`src/rtl/fir_ctrl_pkg.sv`:
```
// Shared types and default sizing for the FIR tap sequencer.
package fir_ctrl_pkg;

  localparam int DATA_W  = 16;
  localparam int DEPTH   = 64;
  localparam int MAC_LAT = 2;

  typedef enum logic [2:0] {
    IDLE,
    SHIFT,
    SWEEP,
    DRAIN,
    DONE
  } seq_state_t;

endpackage

```
`src/rtl/fir_tap_sequencer_if.sv`:
```
// Sample-in / result-out handshakes plus the delay-line and MAC controls.
interface fir_tap_sequencer_if #(
  parameter int DATA_W = 16,
  parameter int ADDR_W = 6
);
  logic              in_valid;
  logic              in_ready;
  logic [DATA_W-1:0] in_data;
  logic [ADDR_W:0]   ntaps;
  logic              sr_shift;
  logic [DATA_W-1:0] sr_din;
  logic [ADDR_W-1:0] sr_address;
  logic              mac_en;
  logic              mac_clr;
  logic              mac_last;
  logic              busy;
  logic              out_valid;
  logic              out_ready;

  modport slave (
    input  in_valid, in_data, ntaps, out_ready,
    output in_ready, sr_shift, sr_din, sr_address,
           mac_en, mac_clr, mac_last, busy, out_valid
  );

  modport master (
    output in_valid, in_data, ntaps, out_ready,
    input  in_ready, sr_shift, sr_din, sr_address,
           mac_en, mac_clr, mac_last, busy, out_valid
  );
endinterface

```
`src/rtl/fir_tap_sequencer_tap_counter.sv`:
```
// Up-counter with clear, enable and a terminal-count compare; saturates at the terminal value.
module tap_counter #(
  parameter int WIDTH = 6,
  parameter int CMP_W = WIDTH + 1
) (
  input  logic             clk,
  input  logic             rst,
  input  logic             clr_i,
  input  logic             en_i,
  input  logic [CMP_W-1:0] last_i,
  output logic [WIDTH-1:0] cnt_o,
  output logic             tc_o
);
  logic [WIDTH-1:0] cnt_q, cnt_d;

  // Compare at the wider width so a full-depth terminal value still fits.
  assign tc_o  = (CMP_W'(cnt_q) == last_i);
  assign cnt_o = cnt_q;

  // Next count: clear wins, otherwise step until the terminal count is reached.
  always_comb begin
    cnt_d = cnt_q;
    if (clr_i) begin
      cnt_d = '0;
    end else if (en_i && !tc_o) begin
      cnt_d = cnt_q + WIDTH'(1);
    end
  end

  // Count register.
  always_ff @(posedge clk or negedge rst) begin
    if (!rst) cnt_q <= '0;
    else      cnt_q <= cnt_d;
  end
endmodule

```
`src/rtl/fir_tap_sequencer.sv`:
```
// FIR tap sequencer: accept a sample, shift it in, sweep the taps, drain the MAC, hold the result.
//
// state | meaning
// IDLE  | waiting for a sample (in_ready=1)
// SHIFT | one-cycle push of the captured sample into the delay line
// SWEEP | walk addresses 0..ntaps-1 with mac_en
// DRAIN | wait MAC_LAT cycles for the MAC pipeline
// DONE  | out_valid held until the consumer takes it
module fir_tap_sequencer #(
  parameter int dataWidth = fir_ctrl_pkg::DATA_W,
  parameter int size      = fir_ctrl_pkg::DEPTH,
  parameter int addrWidth = $clog2(size),
  parameter int MAC_LAT   = fir_ctrl_pkg::MAC_LAT
) (
  input logic                clk,
  input logic                rst,
  fir_tap_sequencer_if.slave bus
);
  import fir_ctrl_pkg::*;

  localparam int                 DW     = (MAC_LAT > 0) ? $clog2(MAC_LAT + 1) : 1;
  localparam logic [addrWidth:0] SIZE_C = (addrWidth + 1)'(size);
  localparam logic [addrWidth:0] ONE_C  = (addrWidth + 1)'(1);

  seq_state_t             state_q, state_d;
  logic [dataWidth-1:0]   data_q, data_d;
  logic [addrWidth:0]     ntaps_q, ntaps_d;
  logic [addrWidth:0]     ntaps_clamped;
  logic [addrWidth:0]     sweep_last;
  logic [addrWidth-1:0]   sweep_cnt;
  logic                   sweep_tc;
  logic                   drain_tc;

  // A zero tap count still produces one MAC cycle; anything past the line depth is cut to it.
  assign ntaps_clamped = (bus.ntaps == '0)    ? ONE_C  :
                         (bus.ntaps > SIZE_C) ? SIZE_C : bus.ntaps;
  assign sweep_last    = ntaps_q - ONE_C;

  tap_counter #(.WIDTH(addrWidth), .CMP_W(addrWidth + 1)) u_sweep_cnt (
    .clk    (clk),
    .rst    (rst),
    .clr_i  (state_q == SHIFT),
    .en_i   (state_q == SWEEP),
    .last_i (sweep_last),
    .cnt_o  (sweep_cnt),
    .tc_o   (sweep_tc)
  );

  if (MAC_LAT > 0) begin : g_drain
    localparam logic [DW:0] DRAIN_LAST = (DW + 1)'(MAC_LAT - 1);
    logic [DW-1:0] dcnt_unused;
    tap_counter #(.WIDTH(DW), .CMP_W(DW + 1)) u_drain_cnt (
      .clk    (clk),
      .rst    (rst),
      .clr_i  (state_q != DRAIN),
      .en_i   (state_q == DRAIN),
      .last_i (DRAIN_LAST),
      .cnt_o  (dcnt_unused),
      .tc_o   (drain_tc)
    );
  end else begin : g_no_drain
    assign drain_tc = 1'b1;
  end

  // Next-state and Moore output decode.
  always_comb begin
    state_d        = state_q;
    data_d         = data_q;
    ntaps_d        = ntaps_q;
    bus.in_ready   = 1'b0;
    bus.sr_shift   = 1'b0;
    bus.sr_din     = '0;
    bus.sr_address = '0;
    bus.mac_en     = 1'b0;
    bus.mac_clr    = 1'b0;
    bus.mac_last   = 1'b0;
    bus.out_valid  = 1'b0;
    bus.busy       = (state_q != IDLE);
    case (state_q)
      IDLE: begin
        bus.in_ready = 1'b1;
        if (bus.in_valid) begin
          state_d = SHIFT;
          data_d  = bus.in_data;
          ntaps_d = ntaps_clamped;
        end
      end
      SHIFT: begin
        bus.sr_shift = 1'b1;
        bus.sr_din   = data_q;
        state_d      = SWEEP;
      end
      SWEEP: begin
        bus.sr_address = sweep_cnt;
        bus.mac_en     = 1'b1;
        bus.mac_clr    = (sweep_cnt == '0);
        bus.mac_last   = sweep_tc;
        if (sweep_tc) state_d = (MAC_LAT > 0) ? DRAIN : DONE;
      end
      DRAIN: begin
        if (drain_tc) state_d = DONE;
      end
      DONE: begin
        bus.out_valid = 1'b1;
        if (bus.out_ready) state_d = IDLE;
      end
      default: state_d = IDLE;
    endcase
  end

  // State, captured sample and clamped tap count.
  always_ff @(posedge clk or negedge rst) begin
    if (!rst) begin
      state_q <= IDLE;
      data_q  <= '0;
      ntaps_q <= ONE_C;
    end else begin
      state_q <= state_d;
      data_q  <= data_d;
      ntaps_q <= ntaps_d;
    end
  end
endmodule

```
`src/flat_wrapper.sv`:
```
// flat-port wrapper written by rule: the top's interface ports become plain ports
module fir_tap_sequencer_flat import fir_ctrl_pkg::*;
#(
  parameter int dataWidth = fir_ctrl_pkg::DATA_W,
  parameter int size      = fir_ctrl_pkg::DEPTH,
  parameter int addrWidth = $clog2(size),
  parameter int MAC_LAT   = fir_ctrl_pkg::MAC_LAT
)
  (clk, rst, bus_in_valid, bus_in_data, bus_ntaps, bus_out_ready, bus_in_ready, bus_sr_shift, bus_sr_din, bus_sr_address, bus_mac_en, bus_mac_clr, bus_mac_last, bus_busy, bus_out_valid);
  fir_tap_sequencer_if bus_i ();
  input logic clk;
  input logic rst;
  input wire logic [$bits(bus_i.in_valid)-1:0] bus_in_valid;
  input wire logic [$bits(bus_i.in_data)-1:0] bus_in_data;
  input wire logic [$bits(bus_i.ntaps)-1:0] bus_ntaps;
  input wire logic [$bits(bus_i.out_ready)-1:0] bus_out_ready;
  output wire logic [$bits(bus_i.in_ready)-1:0] bus_in_ready;
  output wire logic [$bits(bus_i.sr_shift)-1:0] bus_sr_shift;
  output wire logic [$bits(bus_i.sr_din)-1:0] bus_sr_din;
  output wire logic [$bits(bus_i.sr_address)-1:0] bus_sr_address;
  output wire logic [$bits(bus_i.mac_en)-1:0] bus_mac_en;
  output wire logic [$bits(bus_i.mac_clr)-1:0] bus_mac_clr;
  output wire logic [$bits(bus_i.mac_last)-1:0] bus_mac_last;
  output wire logic [$bits(bus_i.busy)-1:0] bus_busy;
  output wire logic [$bits(bus_i.out_valid)-1:0] bus_out_valid;
  assign bus_i.in_valid = bus_in_valid;
  assign bus_i.in_data = bus_in_data;
  assign bus_i.ntaps = bus_ntaps;
  assign bus_i.out_ready = bus_out_ready;
  assign bus_in_ready = bus_i.in_ready;
  assign bus_sr_shift = bus_i.sr_shift;
  assign bus_sr_din = bus_i.sr_din;
  assign bus_sr_address = bus_i.sr_address;
  assign bus_mac_en = bus_i.mac_en;
  assign bus_mac_clr = bus_i.mac_clr;
  assign bus_mac_last = bus_i.mac_last;
  assign bus_busy = bus_i.busy;
  assign bus_out_valid = bus_i.out_valid;
  fir_tap_sequencer #(.dataWidth(dataWidth), .size(size), .addrWidth(addrWidth), .MAC_LAT(MAC_LAT)) u_core (.clk(clk), .rst(rst), .bus(bus_i));
endmodule
```
`config.mk`:
```
export PLATFORM = sky130hd
export DESIGN_NAME = fir_tap_sequencer_flat
export DESIGN_NICKNAME = d
export VERILOG_FILES = /design/src/rtl/fir_ctrl_pkg.sv /design/src/rtl/fir_tap_sequencer_if.sv /design/src/rtl/fir_tap_sequencer_tap_counter.sv /design/src/rtl/fir_tap_sequencer.sv /design/src/flat_wrapper.sv
export SDC_FILE = /design/constraint.sdc
export NUM_CORES = 1
export LEC_CHECK = 0
export ABC_AREA = 0
export CAP_MARGIN = 40
export CORE_MARGIN = 3
export CORE_UTILIZATION = 45
export CTS_CLUSTER_SIZE = 40
export DETAILED_ROUTE_END_ITERATION = 7
export PLACE_DENSITY = 0.84
export SLEW_MARGIN = 20
export SYNTH_ARGS = -nofsm -noshare
export SYNTH_HDL_FRONTEND = slang
export SYNTH_SLANG_ARGS = --single-unit
```
`constraint.sdc`:
```
create_clock -name clk -period 3.53 [get_ports clk]
set_input_delay 0.5295 -clock clk [delete_from_list [all_inputs] [get_ports clk]]
set_output_delay 0.5295 -clock clk [all_outputs]
set_load 0.05 [all_outputs]
```
==> flow_summary.json <==
{
  "status": "finished, final reports clean",
  "worstHoldStart": "u_core.data_q[7]",
  "antenna_cells": 0,
  "rr_startpoint": "u_core.ntaps_q[0]",
  "io_pins": 56,
  "relSlewSlack": 0.589,
  "area_growth_pct": 36.7,
  "preCtsSetupSlack_ns": 0.618,
  "cts_setup_buffers": 0,
  "maxCapViolations": 0,
  "grt_first_pass_wirelength_um": 6960,
  "dr.pass1.iters": 4,
  "synth_mux_area_frac": 0.127,
  "core_area_um2": 3850,
  "layout_commonest_cell": "clkdlybuf4s50_1",
  "r2r_setup_slack_ns": 1.28,
  "finalSetupViolations": 0,
  "clockBufferDepth": 2,
  "utilization": 0.673,
  "slew_viol_final": 0,
  "layout_setup_ws_ns": 0.332,
  "final_layout_size_suffix_gt1_frac": 0.143,
  "p_total_mw": 2.28,
  "path_clk_slew_ns": 0.07,
  "layout_common_cells": "clkdlybuf4s50_1, dfrtp_1, and2_1, mux2_2, nand2_1",
  "max_stage_delay_ns": 0.81,
  "drt-wirelength-per-cell_um": 13.4,
  "crit_slowest_cell": "clkdlybuf4s50_1",
  "r2r_cells": 7,
  "grt_usage": 0.170,
  "fin_crit_ns": 3.20,
  "synth_compound_area_frac": 0.0824,
  "skew_ns": 0.00546,
  "pwr_density_cell_nw_per_um2": 879,
  "period_share": 0.906,
  "place_congestion": 0.847,
  "cts_resized": 0,
  "cts_inserted_buffers": 5,
  "fp.dieH_um": 70.9,
  "synth.distinct_cells": 39,
  "die_x_um": 70.9,
  "yosys_register_bits": 34,
  "via_per_inst": 5.23,
  "cts-root-buf": "clkbuf_8",
  "p_comb_frac": 0.527,
  "fmax_ghz": 0.313,
  "power_frac_seq": 0.327,
  "grt_max_degree": 35,
  "rr_endpoint": "u_core.u_sweep_cnt.cnt_o[1]",
  "syn_area_um2": 1900,
  "hpwl_um": 2880,
  "ys_seq_area_frac": 0.449,
  "first_iter_violations": 55,
  "grt_overflow_total": 0,
  "hold_end": "u_core.data_q[7]",
  "worstSetupPathType": "register to output port",
  "timing.final.hold_violations": 0,
  "drtAntennaViolNets": 0,
  "die-area_um2": 5030,
  "synth_fp_nets": 218,
  "pwr-share-clk": 0.146,
  "yosys.area_share.simple": 0.230,
  "grt_pass1_vias": 1501,
  "port_buffers": 55,
  "floorplan.initialDensity": 0.493,
  "rows": 22,
  "internal_power_mw": 1.27,
  "power.leakage_nw": 1.16,
  "postCtsHoldBufs": 0,
  "synthAdderAreaFrac": 0.0264,
  "worstHoldPathCells": 1,
  "cp.arrival_ns": 2.67,
  "crit_chain": "or3b_2 -> inv_1 -> and2_1 -> clkdlybuf4s50_1",
  "wl_um": 3910,
  "async_flop_share": 1.00,
  "synth_xor_area_frac": 0.0415,
  "startpoint_type": "register",
  "crit_fanout": 17,
  "synth_top_family_by_area": "simple AND/OR/NAND/NOR gates",
  "required_ns": 3.00,
  "nets": 274,
  "yosys_warnings": 0,
  "clkSinkCount": 34,
  "switching_share": 0.444,
  "grt_antenna_before_repair": 0,
  "clk_latency_ns": 0.28,
  "irDropWorstVdd_uv": 463,
  "p_sw_mw": 1.01,
  "synth_area_per_cell_um2": 10.2,
  "tightest_slew_ns": 0.611,
  "synth-edff-count": 0,
  "tns_ns": 0,
  "ys.flop_type": "dfrtp_1",
  "cts_tree": "built",
  "worst_setup_path_end_kind": "output port",
  "htreeDepth": 2,
  "via_count": 1527,
  "grt_setup_unrepaired": "false",
  "min_path_type": "register to register",
  "netlist_instances": 187,
  "drc": 0
}
[logic make-up (layout without fill, tap and decap cells)]
group	count (synthesis)	after routing
simple gates	77	77
xor+xnor	9	9
buf+inv	19	76
fa+ha+maj	4	4
mux	22	22
flops	34	34
compound gates	22	22
[synth_stat cells (5+ instances only)]
cell	n	area, µm²
nor3_1	5	25.0
inv_1	11	41.3
xor2_1	7	61.3
mux2_2	17	191
nand2b_1	7	43.8
nand2_1	15	56.3
o21ai_0	5	25.0
nor2_1	10	37.5
and2_1	20	125
mux2i_1	5	50.1
dfrtp_1	33	826
[metrics by stage]
step / cell area, µm² / hold WS (ns) / cells
3_3_place_gp: 2470 / 0.479 / 283
4_1_cts: 2590 / 0.502 / 292
2_1_floorplan: 1900 / 0.234 / 187
5_1_grt: 2590 / 0.523 / 292
3_5_place_dp: 2480 / 0.486 / 284
6_report: 2590 / 0.499 / 292
[registers in the layout, indices dropped and copies added (netlist names)]
name	flops
u_core.data_q	16
u_core.g_drain.u_drain_cnt.cnt_o	2
u_core.ntaps_q	7
u_core.state_q	3
u_core.u_sweep_cnt.cnt_o	6
[layer usage]
| metal | part of all wire | vias to the layer above | global-route usage |
|---|---|---|---|
| li1 | - | 748 | - |
| met1 | 0.44 | 726 | 0.229 |
| met2 | 0.47 | 51 | 0.264 |
| met3 | 0.085 | 2 | 0.0597 |
| met4 | 0.0020 | 0 | 0.0376 |
| met5 | 0 | - | 0 |
[how the worst max path moves through the flow]
stage	startpoint	slack, ns	to	depth (start not counted)
after floorplan	u_core.ntaps_q[0]	0.67	bus_mac_last	7
after global placement	u_core.state_q[0]	0.65	bus_sr_din[3]	4
after detailed placement	u_core.state_q[0]	0.62	bus_sr_din[13]	4
after CTS	u_core.state_q[0]	0.31	bus_sr_din[13]	4
after global routing	u_core.state_q[0]	0.13	bus_sr_din[5]	4
final	u_core.state_q[0]	0.33	bus_sr_din[13]	4
[area by class of cell]
type                            count  area [µm²]
Sequential cell                    34         852
Multi-Input combinational cell    134         963
Timing Repair Buffer               57         567
Clock buffer                        8         110
Fill cell                         310        1260
Tap cell                           48        60.1
Inverter                           11        41.3
[worst max-delay path: cells and delay by family (launching register included)]
kind,cells,cell delay (ns)
buffers and inverters,2,1.14
AND/OR/NAND/NOR,2,0.75
flip-flops,1,0.50
[power groups by stage]
stage	sequential, mW	clock (mW)	combinational (mW)
3_3_place_gp	0.742	0	1.17
5_1_grt	0.775	0.364	1.31
6_report	0.745	0.333	1.20
4_1_cts	0.742	0.341	1.21
3_5_place_dp	0.748	0	1.20
2_1_floorplan	0.678	0	0.943
(Power assumes the default switching activity.)
==> patch 1: new RTL, config.mk and constraints unchanged <==
Take the reset off `data_q` and load it in a clocked block of its own.
--- a/src/rtl/fir_tap_sequencer.sv
+++ b/src/rtl/fir_tap_sequencer.sv
@@ -114,3 +114,2 @@
       state_q <= IDLE;
-      data_q  <= '0;
       ntaps_q <= ONE_C;
@@ -118,3 +117,2 @@
       state_q <= state_d;
-      data_q  <= data_d;
       ntaps_q <= ntaps_d;
@@ -122,2 +120,6 @@
   end
+
+  always_ff @(posedge clk) begin
+    data_q <= data_d;
+  end
 endmodule
Check against the original RTL: no difference found for any inputs over 10 cycles, from zero or initial values and one cycle with rst low; that may be too few to reach the edited logic, so the function may still have changed.
==> patch 1 against the unedited design <==
  * Sequential cell count is the same
  * Design area fell by 2.5%
  * Power shrank 11%
  * Sequential power is 12% lower
  * Worst setup slack lost 0.19 ns
  * Sequential share of layout area is 4.0 points higher
  * Utilization is 0.25 points lower
  * Routed wire length is 6.7% lower
  * Synthesized area fell by 4.8%
  * Die area shrank 4.4%
  * Largest cell class is now sequential cells
==> patch 1: results <==
group,metric,value,unit
clock_network,cts_resized,0,
grt,antenna_found_initial,0,
cells_and_area,n_antenna_cell,0,
synthesis,synth_edf_count,16,
placed_design,hpwl,2.67,mm
synthesis,synth-seq-area-share,51.6,%
synthesis,yosys-top-cells-count,"and2_1 (23), dfrtp_1 (17), edfxtp_1 (16)",
setup_path,critPathMaxFanout,3,
cells_and_area,largest_reg_flops,16,
placed_design,dp_slack,0.448,ns
clock_network,cts_buffer_depth,2,
power_and_ir_drop,ir_drop,411,uV
timing,final.setup_skew,0.00295,ns
setup_path,rrSetupSlack,1.20,ns
power_and_ir_drop,p_leak,1.00,nW
clock_network,postCtsSetupBuffers,0,
clock_network,numCtsBuffers,5,
timing,max_freq,295,MHz
grt,grt_pass1_wl,6.29,mm
placed_design,gp_congestion,0.784,
clock_network,htree_levels,2,
synthesis,synth_nets,203,
synthesis,synthFlopType,"dfrtp_1",
cells_and_area,regMostFlops,"u_core.data_q",
synthesis,async_reset_ff_share,52.9,%
clock_network,cts_root_buf,"clkbuf_8",
clock_network,clkTransAtPathRegs,0.07,ns
route,drt-initial-drc-count,68,
cells_and_area,layout-drive-gt1-share,8.70,%
route,firstDrtPassIters,4,
route,wl_per_cell,13.1,um
grt,grt_use_total,16.0,%
cells_and_area,nFillCells,301,
route,via_per_inst,5.06,
synthesis,synth_cell_type_count,42,
cells_and_area,nNetsFinal,260,
setup_path,arrival,2.86,ns
synthesis,ys_top_cells_by_area,"edfxtp_1 (27%), dfrtp_1 (24%), and2_1 (8.0%), ha_1 (2.8%), a21oi_1 (2.5%)",
run_status,outcome,"finished, final reports clean",
worst_hold_path,holdCritPathClass,"primary input to asynchronous set/reset pin",
placed_design,portBuffers,55,
grt,grt_pass1_vias,1382,
grt,grt_max_degree,20,
clock_network,clkLatencyLatePin,0.28,ns
timing,maxSlewHeadroom,54.8,%
synthesis,synth_warnings,0,
[patch 1: cell count changes after synthesis, sizes merged, moves of 4 or more]
cell    unedited run  this run
nand4              0         4
clkbuf             3         7
o21ai              5        10
a21oi              4         9
mux2              17         1
nand2             15        11
mux2i              5         0
edfxtp             0        16
o31ai              4         0
buf                5         1
dfrtp             33        17
[patch 1: path summary, 6_finish.rpt]
check,cells after the start,endpoint,start
max in group asynchronous,2,u_core.ntaps_q[0],rst
worst max register to register,7,u_core.u_sweep_cnt.cnt_o[2],u_core.ntaps_q[0]
worst max-delay path,7,bus_mac_last,u_core.ntaps_q[0]
min in group clk,2,u_core.ntaps_q[0],u_core.ntaps_q[0]
worst min register to register,2,u_core.ntaps_q[0],u_core.ntaps_q[0]
worst min-delay path,1,u_core.g_drain.u_drain_cnt.cnt_o[1],rst
[patch 1: logic make-up after synthesis]
logic type | Yosys count | share of synthesized area [%]
simple gates | 84 | 28.4
flops | 34 | 51.6
compound gates | 28 | 10.5
buf+inv | 16 | 3.74
xor+xnor | 5 | 2.42
fa+ha+maj | 4 | 2.77
mux | 1 | 0.623
[patch 1: final cells by class]
cell class | count | area, sq um | share of cell area [%]
repair buffers | 58 | 581 | 23.0
clock inverters | 3 | 45.0 | 1.78
flip-flops and latches | 34 | 932 | 36.9
well taps | 48 | 60.1 | 2.38
multi-input cells | 122 | 812 | 32.1
clock buffers | 5 | 68.8 | 2.72
inverters | 8 | 30.0 | 1.19
[patch 1: per-stage QoR]
stage	util, %	cell area, sq um	std cells	hold WS, ns
2_1_floorplan	-	1810	172	0.234
6_report	67.1	2530	278	0.449
5_1_grt	67.1	2530	278	0.449
4_1_cts	66.7	2510	277	0.558
3_5_place_dp	63.6	2400	269	0.544
3_3_place_gp	63.6	2400	269	0.538
[patch 1: worst max-delay path, cell delays in order, from the launching register on]
cell	delay (ns)
dfstp_2	0.55
inv_1	0.06
ha_1	0.24
or2b_1	0.25
a311o_1	0.38
a21oi_1	0.15
and3_1	0.16
clkdlybuf4s50_1	0.79
[patch 1: routing by layer]
| metal | part of all wire, % | vias to the layer above | global-route usage [%] | routed length [um] |
|---|---|---|---|---|
| li1 | - | 720 | - | - |
| met1 | 44 | 653 | 19.7 | 1600 |
| met2 | 51 | 32 | 27.8 | 1850 |
| met3 | 4.7 | 2 | 4.06 | 172 |
| met4 | 0.77 | 0 | 4.56 | 28 |
| met5 | 0 | - | 0 | 0 |
[patch 1: where the power goes]
group          internal [W]  switching [W]  total [W]
combinational      0.000410       0.000616    0.00103
clock              0.000210       0.000141   0.000351
sequential         0.000525       0.000132   0.000658
total               0.00115       0.000889    0.00203
==> patch 2: new RTL, same flow settings <==
Made on the original files. Change the package constant `MAC_LAT` from 2 to 8.
--- a/src/rtl/fir_ctrl_pkg.sv
+++ b/src/rtl/fir_ctrl_pkg.sv
@@ -5,3 +5,3 @@
   localparam int DEPTH   = 64;
-  localparam int MAC_LAT = 2;
+  localparam int MAC_LAT = 8;
 
Formal check against the unedited RTL: not equivalent (a bounded check fails within 10 cycles, from zero or initial values and one cycle with rst low).
==> patch 2 against the unedited design <==
  * First-iteration DRC count rose to 2.6 times the old value
  * Synthesized cell count did not move
  * Design area rose by 1.3%
  * Routed wire length rose by 0.77%
  * Worst setup slack got worse by 0.030 ns
  * Sequential power fell by 11%
  * Power fell by 26%
  * Sequential cell count rose by 2
  * Synthesized area rose by 0.73%
  * Largest cell class unchanged
==> patch 2: results <==
group,metric,value,unit
run_status,outcome,"finished, final reports clean",
synthesis,synth_cell_type_count,37,
timing,maxSlewHeadroom,65.6,%
clock_network,postCtsSetupBuffers,0,
cells_and_area,layoutNonFillerInstCount,297,
worst_hold_path,timing.hold.worst.start,"u_core.data_q[0]",
cells_and_area,fin_area,2630,sq um
setup_path,arrival,2.70,ns
setup_path,rrSetupSlack,0.90,ns
setup_path,r2r-end,"u_core.state_q[0]",
placed_design,portBuffers,55,
timing,post-route-min-period,3.23,ns
route,vias,1572,
timing,final.setup_skew,0.00310,ns
power_and_ir_drop,ir_drop,354,uV
worst_hold_path,holdPathEnd,"u_core.data_q[0]",
grt,grt_use_total,16.9,%
cells_and_area,final_core_util,64.7,%
synthesis,synth_mux_area_share,12.1,%
clock_network,clkTransAtPathRegs,0.06,ns
cells_and_area,buffer_area_share,21.7,%
synthesis,synth_compound_area_share,7.46,%
power_and_ir_drop,p_leak,1.16,nW
cells_and_area,multi_input_area_share,36.3,%
cells_and_area,nFillCells,321,
grt,grt_pass1_wl,6.92,mm
cells_and_area,n_clock_buffer,7,
placed_design,placedCellCount,290,
cells_and_area,layout-drive-gt1-share,14.2,%
synthesis,synthXorXnorAreaFrac,5.04,%
setup_path,critPathMaxFanout,19,
clock_network,clock_sinks,36,
synthesis,synthAdderAreaFrac,2.62,%
route,wl_per_cell,13.3,um
cells_and_area,nNetsFinal,278,
cells_and_area,sh_seq_area,34.3,%
setup_path,reg2reg_depth,6,
cells_and_area,clockNetworkAreaShare,3.67,%
placed_design,gp_congestion,0.875,
synthesis,ys_top_cells_by_area,"dfrtp_1 (46%), mux2_2 (10%), and2_1 (5.6%), nand2_1 (2.9%), nor2_1 (2.7%)",
placed_design,dpl_cell_area,2530,sq um
synthesis,avgSynthCellArea,10.2,sq um
setup_path,r2r-start,"u_core.ntaps_q[2]",
placed_design,dp_slack,0.603,ns
synthesis,synth-seq-area-share,47.2,%
cells_and_area,n_antenna_cell,0,
placed_design,hpwl,3.02,mm
grt,grt_max_degree,37,
timing,hold_ws,0.499,ns
synthesis,yosys-top-cells-count,"dfrtp_1 (35), and2_1 (17), mux2_2 (17)",
cells_and_area,num-multi-input-gates,136,
-- patch 2: routing by layer --
layer	up-vias	track usage [%]	routed length, um
met1	749	20.1	1570
met3	9	4.26	237
met5	-	0	0
met4	0	6.89	77
li1	763	-	-
met2	51	29.1	2060
-- patch 2: how the worst max path moves through the flow --
stage / from / endpoint / cells past startpoint
after global routing: u_core.state_q[2] / bus_sr_din[5] / 4
after floorplan: u_core.ntaps_q[1] / bus_mac_last / 5
after global placement: u_core.state_q[2] / bus_sr_din[6] / 4
after detailed placement: u_core.state_q[2] / bus_sr_din[5] / 4
after CTS: u_core.state_q[2] / bus_sr_din[5] / 4
final: u_core.state_q[2] / bus_sr_din[5] / 4
-- patch 2: power breakdown --
part           internal [W]  switching [W]  total, W
clock              0.000174       0.000129  0.000303
sequential         0.000539       0.000122  0.000661
combinational      0.000316       0.000408  0.000724
total               0.00103       0.000660   0.00169
